[src/rtl/tx_req_demux.sv]
// rtl/tx_req_demux.sv - transmit request demux to PORTS engines with credit-bounded status merge
// Status channels share one merge block: per-source FIFOs, round-robin pop, registered output.
module tx_req_demux_merge #(
  parameter int N     = 2,
  parameter int W     = 8,
  parameter int DEPTH = 4
) (
  input  logic           clk,
  input  logic           rst,
  input  logic [N-1:0]   i_valid,
  input  logic [N*W-1:0] i_data,
  output logic [N-1:0]   o_pop,
  output logic [W-1:0]   o_pop_data,
  output logic           o_valid,
  output logic [W-1:0]   o_data
);
  localparam int PW = $clog2(DEPTH);
  localparam int CW = $clog2(DEPTH + 1);
  localparam int IW = $clog2(N);

  logic [W-1:0]  r_mem [N][DEPTH];
  logic [PW-1:0] r_wr  [N];
  logic [PW-1:0] r_rd  [N];
  logic [CW-1:0] r_cnt [N];
  logic [IW-1:0] r_ptr;
  logic [N-1:0]  w_nonempty;
  logic [IW-1:0] w_gidx;
  logic [IW-1:0] w_cand;

  always_comb begin
    w_nonempty = '0;
    for (int s = 0; s < N; s++) w_nonempty[s] = (r_cnt[s] != '0);
  end

  // Scan from the farthest offset down so the source nearest r_ptr wins.
  always_comb begin
    o_pop  = '0;
    w_gidx = '0;
    w_cand = '0;
    for (int k = N - 1; k >= 0; k--) begin
      w_cand = IW'((int'(r_ptr) + k) % N);
      if (w_nonempty[w_cand]) w_gidx = w_cand;
    end
    o_pop[w_gidx] = |w_nonempty;
    o_pop_data    = r_mem[w_gidx][r_rd[w_gidx]];
  end

  always_ff @(posedge clk) begin
    if (rst) begin
      for (int s = 0; s < N; s++) begin
        r_wr[s]  <= '0;
        r_rd[s]  <= '0;
        r_cnt[s] <= '0;
      end
      r_ptr   <= '0;
      o_valid <= 1'b0;
    end else begin
      for (int s = 0; s < N; s++) begin
        assert (!(i_valid[s] && r_cnt[s] == CW'(DEPTH) && !o_pop[s]))
          else $error("status fifo overflow on source %0d", s);
        if (i_valid[s]) begin
          r_mem[s][r_wr[s]] <= i_data[s*W +: W];
          r_wr[s]           <= r_wr[s] + 1'b1;
        end
        if (o_pop[s]) r_rd[s] <= r_rd[s] + 1'b1;
        r_cnt[s] <= r_cnt[s] + CW'(i_valid[s]) - CW'(o_pop[s]);
      end
      o_valid <= |o_pop;
      if (|o_pop) r_ptr <= (w_gidx == IW'(N - 1)) ? '0 : w_gidx + 1'b1;
    end
    o_data <= o_pop_data;
  end
endmodule

module tx_req_demux #(
  parameter int PORTS             = 2,
  parameter int QUEUE_INDEX_WIDTH = 4,
  parameter int REQ_TAG_WIDTH     = 8,
  parameter int DEST_WIDTH        = 8,
  parameter int LEN_WIDTH         = 20,
  parameter int MAX_OUTSTANDING   = 4
) (
  input  logic                                 clk,
  input  logic                                 rst,
  input  logic [QUEUE_INDEX_WIDTH-1:0]         s_axis_req_queue,
  input  logic [REQ_TAG_WIDTH-1:0]             s_axis_req_tag,
  input  logic [DEST_WIDTH-1:0]                s_axis_req_dest,
  input  logic                                 s_axis_req_valid,
  output logic                                 s_axis_req_ready,
  output logic [PORTS*QUEUE_INDEX_WIDTH-1:0]   m_axis_req_queue,
  output logic [PORTS*REQ_TAG_WIDTH-1:0]       m_axis_req_tag,
  output logic [PORTS*DEST_WIDTH-1:0]          m_axis_req_dest,
  output logic [PORTS-1:0]                     m_axis_req_valid,
  input  logic [PORTS-1:0]                     m_axis_req_ready,
  input  logic [PORTS-1:0]                     s_axis_status_dequeue_empty,
  input  logic [PORTS-1:0]                     s_axis_status_dequeue_error,
  input  logic [PORTS*REQ_TAG_WIDTH-1:0]       s_axis_status_dequeue_tag,
  input  logic [PORTS-1:0]                     s_axis_status_dequeue_valid,
  input  logic [PORTS-1:0]                     s_axis_status_start_error,
  input  logic [PORTS*LEN_WIDTH-1:0]           s_axis_status_start_len,
  input  logic [PORTS*REQ_TAG_WIDTH-1:0]       s_axis_status_start_tag,
  input  logic [PORTS-1:0]                     s_axis_status_start_valid,
  input  logic [PORTS*LEN_WIDTH-1:0]           s_axis_status_finish_len,
  input  logic [PORTS*REQ_TAG_WIDTH-1:0]       s_axis_status_finish_tag,
  input  logic [PORTS-1:0]                     s_axis_status_finish_valid,
  output logic                                 m_axis_status_dequeue_empty,
  output logic                                 m_axis_status_dequeue_error,
  output logic [REQ_TAG_WIDTH-1:0]             m_axis_status_dequeue_tag,
  output logic                                 m_axis_status_dequeue_valid,
  output logic                                 m_axis_status_start_error,
  output logic [LEN_WIDTH-1:0]                 m_axis_status_start_len,
  output logic [REQ_TAG_WIDTH-1:0]             m_axis_status_start_tag,
  output logic                                 m_axis_status_start_valid,
  output logic [LEN_WIDTH-1:0]                 m_axis_status_finish_len,
  output logic [REQ_TAG_WIDTH-1:0]             m_axis_status_finish_tag,
  output logic                                 m_axis_status_finish_valid
);
  localparam int SEL_W = $clog2(PORTS);
  localparam int CRW   = $clog2(MAX_OUTSTANDING + 1);
  localparam int TW    = REQ_TAG_WIDTH;
  localparam int DQW   = TW + 2;
  localparam int STW   = TW + LEN_WIDTH + 1;
  localparam int FNW   = TW + LEN_WIDTH;

  logic                         r_hold_valid;
  logic [SEL_W-1:0]             r_hold_port;
  logic [QUEUE_INDEX_WIDTH-1:0] r_queue;
  logic [TW-1:0]                r_tag;
  logic [DEST_WIDTH-1:0]        r_dest;
  logic [CRW-1:0]               r_credit [PORTS];
  logic                         r_loc_busy;

  logic [SEL_W-1:0] w_sel;
  logic             w_sel_ok;
  logic             w_accept;
  logic             w_loc_push;
  logic [CRW:0]     w_cnext [PORTS];

  logic [PORTS:0]           w_dq_pop;
  logic [DQW-1:0]           w_dq_pop_data, w_dq_out;
  logic [(PORTS+1)*DQW-1:0] w_dq_in;
  logic [PORTS-1:0]         w_st_pop, w_fn_pop;
  logic [STW-1:0]           w_st_pop_data, w_st_out;
  logic [PORTS*STW-1:0]     w_st_in;
  logic [FNW-1:0]           w_fn_pop_data, w_fn_out;
  logic [PORTS*FNW-1:0]     w_fn_in;
  logic                     w_unused_pop;

  assign w_sel      = s_axis_req_dest[SEL_W-1:0];
  assign w_sel_ok   = int'(w_sel) < PORTS;
  assign s_axis_req_ready = !rst && (!r_hold_valid || m_axis_req_ready[r_hold_port]) &&
                            (w_sel_ok ? (r_credit[w_sel] != '0) : !r_loc_busy);
  assign w_accept   = s_axis_req_valid && s_axis_req_ready;
  assign w_loc_push = w_accept && !w_sel_ok;

  assign m_axis_req_valid = r_hold_valid ? (PORTS'(1) << r_hold_port) : '0;
  assign m_axis_req_queue = {PORTS{r_queue}};
  assign m_axis_req_tag   = {PORTS{r_tag}};
  assign m_axis_req_dest  = {PORTS{r_dest}};

  always_ff @(posedge clk) begin
    if (rst) begin
      r_hold_valid <= 1'b0;
      r_loc_busy   <= 1'b0;
    end else begin
      if (w_accept) r_hold_valid <= w_sel_ok;
      else if (r_hold_valid && m_axis_req_ready[r_hold_port]) r_hold_valid <= 1'b0;
      // The local error slot is one deep, so push and pop never coincide.
      if (w_loc_push) r_loc_busy <= 1'b1;
      else if (w_dq_pop[PORTS]) r_loc_busy <= 1'b0;
    end
    if (w_accept) begin
      r_hold_port <= w_sel;
      r_queue     <= s_axis_req_queue;
      r_tag       <= s_axis_req_tag;
      r_dest      <= s_axis_req_dest;
    end
  end

  // Issue and return on one port in the same cycle cancel; the clamp keeps stray returns harmless.
  always_comb begin
    for (int p = 0; p < PORTS; p++) begin
      w_cnext[p] = {1'b0, r_credit[p]}
                 + (CRW+1)'(w_dq_pop[p] && (w_dq_pop_data[DQW-1] || w_dq_pop_data[DQW-2]))
                 + (CRW+1)'(w_fn_pop[p])
                 - (CRW+1)'(w_accept && w_sel_ok && (w_sel == SEL_W'(p)));
      if (w_cnext[p] > (CRW+1)'(MAX_OUTSTANDING)) w_cnext[p] = (CRW+1)'(MAX_OUTSTANDING);
    end
  end

  always_ff @(posedge clk) begin
    for (int p = 0; p < PORTS; p++)
      r_credit[p] <= rst ? CRW'(MAX_OUTSTANDING) : w_cnext[p][CRW-1:0];
  end

  always_comb begin
    w_dq_in = '0;
    w_st_in = '0;
    w_fn_in = '0;
    for (int p = 0; p < PORTS; p++) begin
      w_dq_in[p*DQW +: DQW] = {s_axis_status_dequeue_empty[p], s_axis_status_dequeue_error[p],
                               s_axis_status_dequeue_tag[p*TW +: TW]};
      w_st_in[p*STW +: STW] = {s_axis_status_start_error[p], s_axis_status_start_len[p*LEN_WIDTH +: LEN_WIDTH],
                               s_axis_status_start_tag[p*TW +: TW]};
      w_fn_in[p*FNW +: FNW] = {s_axis_status_finish_len[p*LEN_WIDTH +: LEN_WIDTH],
                               s_axis_status_finish_tag[p*TW +: TW]};
    end
    w_dq_in[PORTS*DQW +: DQW] = {1'b0, 1'b1, s_axis_req_tag};
  end

  tx_req_demux_merge #(.N(PORTS + 1), .W(DQW), .DEPTH(MAX_OUTSTANDING)) u_dq_merge (
    .clk(clk), .rst(rst), .i_valid({w_loc_push, s_axis_status_dequeue_valid}), .i_data(w_dq_in),
    .o_pop(w_dq_pop), .o_pop_data(w_dq_pop_data), .o_valid(m_axis_status_dequeue_valid), .o_data(w_dq_out)
  );
  tx_req_demux_merge #(.N(PORTS), .W(STW), .DEPTH(MAX_OUTSTANDING)) u_st_merge (
    .clk(clk), .rst(rst), .i_valid(s_axis_status_start_valid), .i_data(w_st_in),
    .o_pop(w_st_pop), .o_pop_data(w_st_pop_data), .o_valid(m_axis_status_start_valid), .o_data(w_st_out)
  );
  tx_req_demux_merge #(.N(PORTS), .W(FNW), .DEPTH(MAX_OUTSTANDING)) u_fn_merge (
    .clk(clk), .rst(rst), .i_valid(s_axis_status_finish_valid), .i_data(w_fn_in),
    .o_pop(w_fn_pop), .o_pop_data(w_fn_pop_data), .o_valid(m_axis_status_finish_valid), .o_data(w_fn_out)
  );

  assign w_unused_pop = ^{w_st_pop, w_st_pop_data, w_fn_pop_data};

  assign m_axis_status_dequeue_empty = w_dq_out[DQW-1];
  assign m_axis_status_dequeue_error = w_dq_out[DQW-2];
  assign m_axis_status_dequeue_tag   = w_dq_out[TW-1:0];
  assign m_axis_status_start_error   = w_st_out[STW-1];
  assign m_axis_status_start_len     = w_st_out[STW-2 -: LEN_WIDTH];
  assign m_axis_status_start_tag     = w_st_out[TW-1:0];
  assign m_axis_status_finish_len    = w_fn_out[FNW-1 -: LEN_WIDTH];
  assign m_axis_status_finish_tag    = w_fn_out[TW-1:0];
endmodule

[config.mk]
export PLATFORM = sky130hd
export DESIGN_NAME = tx_req_demux
export DESIGN_NICKNAME = d
export VERILOG_FILES = /design/src/rtl/tx_req_demux.sv
export SDC_FILE = /design/constraint.sdc
export NUM_CORES = 1
export LEC_CHECK = 0
export ABC_AREA = 1
export CAP_MARGIN = 20
export CORE_UTILIZATION = 45
export DETAILED_ROUTE_END_ITERATION = 8
export PLACE_DENSITY_LB_ADDON = 0.15
export RECOVER_POWER = 100
export SLEW_MARGIN = 20
export SYNTH_ARGS = -nofsm -noshare
export SYNTH_HDL_FRONTEND = slang
export SYNTH_SLANG_ARGS = --single-unit
[constraint.sdc]
create_clock -name clk -period 6.1 [get_ports clk]
set_clock_uncertainty 0.1 [all_clocks]
set_input_delay 1.83 -clock clk [delete_from_list [all_inputs] [get_ports clk]]
set_output_delay 1.83 -clock clk [all_outputs]
set_load 0.05 [all_outputs]
### Yosys cells after proc, flatten, opt, wreduce, memory -nomap -nowiden

Memories as Yosys holds them, arrays and structs flattened.
Cells that the tools add are included.

* bits in registers: 96
* bits in latches: 0
* bits in writable memories: 631
* ROM bits: 0
* logic and storage cells: 299
* memories: 13

Memories
* u_st_merge.r_mem: depth 2, width 116, rd ports 1, clocked after Yosys merged registers in 0, wr ports 2, RTL line 21 `logic [W-1:0] r_mem [N][DEPTH];`
* u_fn_merge.r_mem: depth 2, width 112, rd ports 1, clocked after Yosys merged registers in 0, wr ports 2, RTL line 21
* u_dq_merge.r_mem: depth 3, width 40, rd ports 1, clocked after Yosys merged registers in 0, wr ports 2, RTL line 21
* u_dq_merge.r_cnt: depth 3, width 3, rd ports 3, clocked after Yosys merged registers in 0, wr ports 3, RTL line 24 `logic [CW-1:0] r_cnt [N];`
* r_credit: depth 2, width 3, rd ports 3, clocked after Yosys merged registers in 0, wr ports 2, RTL line 130 `logic [CRW-1:0] r_credit [PORTS];`
* u_dq_merge.r_rd: depth 3, width 2, rd ports 4, clocked after Yosys merged registers in 0, wr ports 3, RTL line 23 `logic [PW-1:0] r_rd [N];`
* +7 memories

* add/subtract/negate cells: 39
* multiply operators: 0
* div/mod/pow operators: 3
* order comparisons: 31
* equal/unequal tests: 1
* shifts and indexed selects: 1
* multiplexer cells: 128
* bitwise gates (word level): 33
* reductions and logical operators: 36

Operators by type and width (number)
* $mux 116: 2
* $mux 112: 2
* $demux 29 s2: 2
* $mux 29: 4
* $demux 28 s2: 2
* $mux 28: 4
* $mux 40: 2
* $mux 1: 66
* $mod 32x3->32 const B: 2
* $bmux 29 s2: 1
* $bmux 28 s2: 1
* $demux 10 s2: 2
* $mux 10: 4
* $mux 2: 18
* $mux 3: 11
* $mod 3x3->32 const B: 1
* $add 2x1->2 const B: 14
* $ge 3x3->1 const B: 9
* $not 2->3: 9
* $reduce_bool 3->1: 8
* $sub 3x1->3: 7
* $bmux 10 s2: 1
* $or 1x1->1: 20
* $add 3x1->3: 6
* 26 further kinds: 74

### Longest topological paths before layout

Gate-level depths: netlist (run 1).
An unclocked memory read counts as a cell.

* depth in word-level cells: 20
* gate-level depth with buffers: 26
* gate-level depth less buffers: 26

### Cells and area by module

From an unflattened synthesis (run 1), not the netlist that was laid out.

* cell total of the unflattened synthesis: 2882
* area total of the unflattened synthesis: 30629.4 sq um

By module, submodules not included
* tx_req_demux_merge at u_st_merge: times used 1, cells each 1044, area an instance 11328.4 sq um, seq. area each 7947.6 sq um
* tx_req_demux_merge at u_fn_merge: times used 1, cells each 1011, area an instance 10931.7 sq um, seq. area each 7687.4 sq um
* tx_req_demux_merge at u_dq_merge: times used 1, cells each 691, area an instance 6969.2 sq um, seq. area each 4404.2 sq um
* tx_req_demux: times used 1, cells each 136, area an instance 1400.1 sq um, seq. area each 740.7 sq um

### Worst setup path before layout (run 1)

Ideal clock, no wire load.

* kind: input port to flip-flop
* start point: in m_axis_req_ready[1]
* end point: mem r_credit[1][2] in the netlist's numbering
* library setup time: 0.123 ns
* data arrival time: 5.640 ns
* setup slack: 0.237 ns
* cell stages on the path: 15
* buffers on the path: 0
* path through: nor2_1 nor2_1 inv_1 nor4_1 nand2_1 nor2_1 ha_1 inv_1 fa_1 fa_1 inv_1 nand2_1 a211oi_1 inv_1 or2_2

RTL lines
* start, declared: RTL line 94 `input logic [PORTS-1:0] m_axis_req_ready,`
* end, declared: RTL line 130

### Worst setup path in the final report (run 1)

* start point: in s_axis_req_dest[0]
* end point: out s_axis_req_ready

* cells in the longest elaborated chain, start to end: 3

RTL lines
* start, declared: RTL line 87 `input logic [DEST_WIDTH-1:0] s_axis_req_dest,`
* $mem_v2 2x3
* $reduce_bool 3->1: RTL line 152 `(w_sel_ok ? (r_credit[w_sel] != '0) : !r_loc_busy);`
* $logic_and 1x1->1: RTL line 151 `assign s_axis_req_ready = !rst && (!r_hold_valid || m_axis_req_ready[r_hold_port]) &&`
* end, declared: RTL line 89 `output logic s_axis_req_ready,`

No other way between the ends.

==> reports/metrics.yaml, run 1 <==
min_path_type: "flop to flop"
slew_headroom: -0.496
die_area_um2: 60700
finalSetupViolations: 0
cts_max_level: 3
drv_cap: 3
synthSimpleGateAreaFrac: 0.148
synth_compound_area_frac: 0.0493
clkPwrFrac: 0.244
grt_setup_unrepaired: "false"
io_buffer_count: 277
die_x_um: 246
p_per_area_nw_per_um2: 531
internal_power_mw: 10.4
gr-usage-all-layers: 0.195
sw_frac_of_total: 0.396
synthAdderAreaFrac: 0.0289
status: "complete, but fails checks"
power.switching_mw: 6.84
cts_inserted_buffers: 71
post_cts_buffers: 0
synthXorXnorAreaFrac: 0.00554
seq_area_um2: 19500
via_per_inst: 5.23
comb_power_share: 0.416
startpoint_type: "input port"
grt_pass1_wl_um: 90600
syn_avg_cell_area_um2: 12.6
path_max_fanout: 4
drt_first_pass_iters: 5
place.gp.congestion: 0.803
drive_above_1_share: 0.0740
cts_tree: "built"
syn_area_um2: 26900
wl_per_cell_um: 18.3
cts_sinks: 684
cts_resized: 0
finalCritPeriodShare: 0.881
crit_path_start: "s_axis_req_dest[0]"
irDropWorstVdd_mv: 0.517
clockBufferDepth: 3
holdBufCountCts: 0
totalWireLength_um: 58800
multi_input_area_um2: 6280
pwr-share-seq: 0.340
yosysWarnings: 0
fill_cells: 4922
critPathCaptureType: "primary output"
start_util: 0.455
post-route-min-period_ns: 5.38
cts-root-buf: "clkbuf_16"
violations: "capacitance limit, slew limit"
hold_violations: 0
overflow: 0
power_leakage_nw: 12.0
antenna_found_initial: 20
cp.arrival_ns: 3.45
clock_latency_ns: 0.61
synth_cell_types: 39
drv_slew: 197
core_area_um2: 59000
vias: 16837
die_h_um: 246
fmax_mhz: 186
hold_start: "u_fn_merge.r_cnt[0][2]"
synth_mux_area_frac: 0
syn_to_final_growth_pct: 21.0
syn_inst: 2126
crit_type: "input port to primary output"
dp_hpwl_um: 35300
drcViolationCount: 0
nets: 2594
first_global_vias: 16690
ys_ff_latch: 684
io_pins: 278
synth_top_family_by_area: "simple AND/OR/NAND/NOR gates"
required_ns: 4.17
dpl-instance-area_um2: 30300
synth_fp_nets: 2347
grt_max_degree: 121
seq_area_frac_synth: 0.727
worst_pin_slew_ns: 2.24
drtIter0Drc: 965
path_clk_slew_ns: 0.05
finalInstanceArea_um2: 32500
rr_startpoint: "u_dq_merge.r_ptr[0]"
postRouteAntennaNets: 0
setup_tns_ns: 0
rows: 89
-- logic make-up (layout without fill, tap and decap cells) --
family / after synthesis / count (layout)
simple gates: 929 / 929
flops: 684 / 684
buf+inv: 262 / 568
compound gates: 178 / 178
fa+ha+maj: 56 / 56
xor+xnor: 17 / 17
other cells: 0 / 12
-- power groups by stage --
stage | logic (mW) | registers (mW) | clock network [mW]
floorplan | 4.59 | 6.82 | 0
global placement | 7.20 | 5.98 | 0
detailed placement | 7.35 | 5.99 | 0
CTS | 7.38 | 5.90 | 4.31
global route | 7.99 | 5.93 | 4.49
finish | 7.19 | 5.88 | 4.21
-- per-layer routing --
metal,global-route usage,wire length [um],vias up
li1,-,-,8042
met1,0.241,23900,8128
met2,0.335,29300,523
met3,0.0399,3890,130
met4,0.0793,1620,14
met5,0,89,-
-- final timing paths --
check,endpoint,slack (ns),cells past startpoint
setup / recovery,s_axis_req_ready,0.72,5
hold / removal,u_fn_merge.r_cnt[0][2],0.35,1
setup reg to reg,r_credit[0][2],0.93,23
hold reg to reg,u_fn_merge.r_cnt[0][2],0.35,1
-- cell usage after synthesis --
master / instances / area (um^2)
nand3_1: 90 / 450
nand3_2: 1 / 10.0
buf_6: 2 / 22.5
a41oi_1: 10 / 87.6
nor4_1: 3 / 18.8
nand4_2: 1 / 12.5
xor2_1: 10 / 87.6
inv_1: 124 / 465
nor3_1: 6 / 30.0
a31oi_1: 61 / 382
edfxtp_1: 582 / 17500
buf_4: 22 / 165
nor2_2: 4 / 25.0
a211oi_1: 2 / 15.0
a21oi_1: 12 / 60.1
nand4_1: 106 / 663
a21oi_4: 1 / 16.3
nand3_4: 1 / 17.5
o211ai_1: 1 / 7.51
nand3b_1: 2 / 15.0
dfxtp_1: 102 / 2040
o21ai_0: 12 / 60.1
a32o_1: 57 / 571
nand2_2: 6 / 37.5
xnor2_1: 7 / 61.3
nand2_1: 613 / 2300
o21ai_2: 3 / 26.3
nor2_1: 90 / 338
or2_2: 4 / 25.0
buf_8: 1 / 15.0
fa_1: 10 / 200
a21o_1: 2 / 15.0
buf_1: 14 / 52.6
inv_2: 4 / 15.0
clkbuf_1: 66 / 248
ha_1: 46 / 576
buf_2: 29 / 145
o21ai_1: 17 / 85.1
nand2_4: 2 / 22.5
-- layout make-up --
type | count | share of cell area
Inverter | 128 | 0.0149
Multi-Input combinational cell | 1180 | 0.193
Clock inverter | 38 | 0.0113
Timing Repair Buffer | 308 | 0.0904
Antenna cell | 12 | 0.000923
Sequential cell | 684 | 0.600
Tap cell | 773 | 0.0297
Clock buffer | 94 | 0.0595
-- registers in the layout, summed over array words and instances (netlist names), 8 cells and up --
| name | flops |
|---|---|
| u_st_merge.r_mem | 232 |
| u_fn_merge.r_mem | 224 |
| u_dq_merge.r_mem | 80 |
| u_st_merge.o_data | 29 |
| u_fn_merge.o_data | 28 |
| u_dq_merge.o_data | 10 |
| u_dq_merge.r_cnt | 9 |
| r_dest | 8 |
| r_tag | 8 |
-- through the flow --
stage	setup slack, ns	hold WS, ns	total power [mW]	util	cells
after global routing	0.450	0.381	18.4	0.551	3212
after CTS	0.867	0.348	17.6	0.552	3205
after global placement	0.733	0.340	13.2	0.513	3073
final	0.723	0.349	17.3	0.551	3217
after detailed placement	0.585	0.340	13.3	0.513	3073
after floorplan	0.237	0.324	11.4	-	2126
-- cells in the final DEF, fill, tap and decap left out, types with 4 or more instances in the layout --
cell type	n
edfxtp_1	582
nand2_2	8
buf_4	5
inv_1	124
dlygate4sd3_1	267
xnor2_1	7
nand4_1	106
clkbuf_8	5
clkbuf_1	23
or2_2	4
nand2_1	611
a41oi_1	10
o21ai_0	16
bufinv_16	4
clkbuf_2	19
o21ai_1	12
fa_1	10
nor2_1	75
clkbuf_16	72
clkinvlp_4	4
a31oi_1	61
ha_1	46
inv_6	6
nor3_1	6
diode_2	12
clkdlybuf4s50_1	9
clkinv_2	14
dfxtp_1	102
nor2_2	19
clkinv_1	6
a21oi_1	12
xor2_1	10
nand3_1	90
a32o_1	57
-- worst max-delay path, stage by stage --
cell           delay (ns)
dlygate4sd3_1        0.59
inv_1                0.09
nor4_1               0.05
nor4_1               0.36
clkbuf_1             0.53
No activity file was read; power rests on OpenSTA's default activity.
==> run 2, diff against run 1 <==
--- a/config.mk
+++ b/config.mk
@@ -14,4 +14,5 @@
 export SLEW_MARGIN = 20
 export SYNTH_ARGS = -nofsm -noshare
 export SYNTH_HDL_FRONTEND = slang
+export SYNTH_HIERARCHICAL = 1
 export SYNTH_SLANG_ARGS = --single-unit
==> run 2 against run 1 <==
Effect of this change: the flow still finishes with violations (capacitance limit, slew limit); final area rose by 12%; wire length is 22% higher; worst setup slack worse by 0.22 ns; combinational power up 29%; utilization shrank 1.1 points; non-clock buffer count grew 1; clock-buffer cell count increased by 19; worst hold slack gained 0.051 ns; critical path type is now input port to flop; critical endpoint is now u_st_merge/r_mem[0][41]; largest cell class unchanged; highest routed layer unchanged.
==> reports/metrics.yaml, run 2 <==
core_area_um2: 67300  # was 59000 um^2
slew_headroom: -0.672  # was -0.496
irDropWorstVdd_mv: 0.366  # was 0.517 mV
worst_path_dominant_cell_family: "buffers and inverters"  # unchanged
holdBufCountCts: 0  # unchanged
synth_cell_types: 36  # was 39
cts_tree: "built"  # unchanged
violations: "capacitance limit, slew limit"  # unchanged
fmax_mhz: 179  # was 186 MHz
cts_inserted_buffers: 77  # was 71
max_stage_delay_ns: 1.71  # was 0.59 ns
yosysMostFrequentCell: "nand2_1"  # unchanged
mostFrequentLayoutCell: "nand2_1"  # unchanged
critPathCaptureType: "flop"  # was primary output
io_pins: 278  # unchanged
finalSetupViolations: 0  # unchanged
seq_area_frac_synth: 0.678  # was 0.727
synth-edff-count: 624  # was 582
antenna_found_initial: 19  # was 20
dp_hpwl_um: 43500  # was 35300 um
place.gp.congestion: 0.815  # was 0.803
nets: 3340  # was 2594
yosys-top-cells-area: "edfxtp_1 (61%), nand2_1 (14%), dfxtp_1 (6.7%)"  # was edfxtp_1 (65%), nand2_1 (8.6%), dfxtp_1 (7.6%)
yosysTopAreaCellShare: 0.612  # was 0.651
synth_common_cells: "nand2_1 (1155), edfxtp_1 (624), nand3_1 (321), inv_1 (178), nor2_1 (140)"  # was nand2_1 (613), edfxtp_1 (582), inv_1 (124), nand4_1 (106), dfxtp_1 (102)
path_max_fanout: 25  # was 4
critPathSlowestCell: "nor2_1"  # was dlygate4sd3_1
synth_async_sr_flop_share: 0  # unchanged
drv_slew: 232  # was 197
finalCritPeriodShare: 0.917  # was 0.881
yosysTopAreaCell: "edfxtp_1"  # unchanged
finalInstanceArea_um2: 36300  # was 32500 um^2
io_buffer_count: 277  # unchanged
syn_area_um2: 30600  # was 26900 um^2
drv_cap: 4  # was 3
drcViolationCount: 0  # unchanged
syn_to_final_growth_pct: 18.6  # was 21.0%
totalWireLength_um: 71500  # was 58800 um
path_clk_slew_ns: 0.06  # was 0.05 ns
syn_inst: 2882  # was 2126
largest_register_ffs: 232  # unchanged
first_global_vias: 20035  # was 16690
status: "complete, but fails checks"  # unchanged
crit_chain: "dlygate4sd3_1 -> clkbuf_1 -> inv_1 -> nand2_1 -> nor2_1 -> buf_4"  # was dlygate4sd3_1 -> inv_1 -> nor4_1 -> nor4_1 -> clkbuf_1
start_util: 0.455  # about the same
layout_setup_ws_ns: 0.505  # was 0.723 ns
crit_type: "input port to flop"  # was input port to primary output
postRouteAntennaNets: 0  # unchanged
clock_latency_ns: 0.61  # about the same
power_leakage_nw: 15.2  # was 12.0 nW
die_h_um: 263  # was 246 um
cts_sinks: 726  # was 684
cts_max_level: 3  # unchanged
p_per_area_nw_per_um2: 556  # was 531 nW/um^2
critPathBufInv: 4  # was 3
grt_pass1_wl_um: 111000  # was 90600 um
setup_tns_ns: 0  # unchanged
mostFrequentLayoutCells: "nand2_1 (1156), edfxtp_1 (624), nand3_1 (324)"  # was nand2_1 (611), edfxtp_1 (582), dlygate4sd3_1 (267)
clockBufferDepth: 3  # unchanged
rows: 95  # was 89
worst_pin_slew_ns: 2.51  # was 2.24 ns
overflow: 0  # unchanged
min_path_type: "flop to flop"  # unchanged
pre_cts_ws_ns: 0.856  # was 0.585 ns
drive_above_1_share: 0.0629  # was 0.0740
startpoint_type: "input port"  # unchanged
grt_setup_unrepaired: "false"  # unchanged
yosysWarnings: 6  # was 0
wl_per_cell_um: 17.6  # was 18.3 um
grt_max_degree: 120  # was 121
cts-root-buf: "clkbuf_16"  # unchanged
post_cts_buffers: 0  # unchanged
drtIter0Drc: 1111  # was 965
cp.arrival_ns: 5.79  # was 3.45 ns
ys_ff_latch: 726  # was 684
drt_first_pass_iters: 6  # was 5
gr-usage-all-layers: 0.208  # was 0.195
dpl-instance-area_um2: 33900  # was 30300 um^2
syn_avg_cell_area_um2: 10.6  # was 12.6 um^2
required_ns: 6.30  # was 4.17 ns
vias: 20429  # was 16837
via_per_inst: 5.03  # was 5.23
die_x_um: 263  # was 246 um
post-route-min-period_ns: 5.59  # was 5.38 ns
yosys_most_used_dff: "edfxtp_1"  # unchanged
hold_violations: 0  # unchanged
die_area_um2: 69100  # was 60700 um^2
cts_resized: 0  # unchanged
## run 2: cells by family (layout without fill, tap and decap cells)
group	count (synthesis)	in the layout	synth area share
flip-flops	726	726	0.678
XOR/XNOR	15	15	0.00429
AO/OA/AOI/OAI	73	73	0.0132
AND/OR/NAND/NOR	1657	1657	0.221
other	2	14	0.000245
buffers and inverters	352	643	0.0565
adder cells (fa/ha/maj)	57	57	0.0260
## run 2: layout make-up
cell class	instances	area (um^2)
Antenna cell	4	10.0
Clock buffer	113	2210
Clock inverter	29	354
Fill cell	5796	31000
Inverter	192	723
Multi-Input combinational cell	1812	8180
Sequential cell	726	20800
Tap cell	873	1090
Timing Repair Buffer	309	2970
## run 2: worst min-delay path: cells and delay by family, from the launching register on
kind,cells,cell delay [ns]
flops,1,0.33
compound gates,1,0.10
buf+inv,1,0.05
## run 2: power breakdown
group          leakage (nW)  internal, mW  switching (mW)
clock                  1.27          2.82            1.88
sequential             6.57          5.99           0.200
combinational          7.37          2.70            6.59
total                  15.2          11.5            8.67
## run 2: routing by layer
layer	GRT usage	up-vias	wire, um
met5	0	-	110
met4	0.0616	16	1840
met3	0.0416	166	3820
met2	0.366	531	36100
met1	0.257	9787	29600
li1	-	9929	-
## run 2: metrics by stage
step / std cells / hold WS [ns] / util / power (mW)
3_3_place_gp: 3912 / 0.373 / 0.503 / 15.4
3_5_place_dp: 3912 / 0.388 / 0.503 / 15.7
2_1_floorplan: 2890 / 0.360 / - / 13.5
4_1_cts: 4054 / 0.404 / 0.541 / 20.4
6_report: 4058 / 0.401 / 0.540 / 20.2
5_1_grt: 4056 / 0.432 / 0.540 / 21.6
## run 2: worst paths after layout
check,start,to,slack (ns),cells after the start
max,rst,u_st_merge/r_mem[0][41],0.51,6
min,u_st_merge/r_ptr,u_st_merge/r_ptr,0.40,2
max reg2reg,u_st_merge/r_cnt[0][1],u_st_merge/r_cnt[0][5],0.66,12
min reg2reg,u_st_merge/r_ptr,u_st_merge/r_ptr,0.40,2
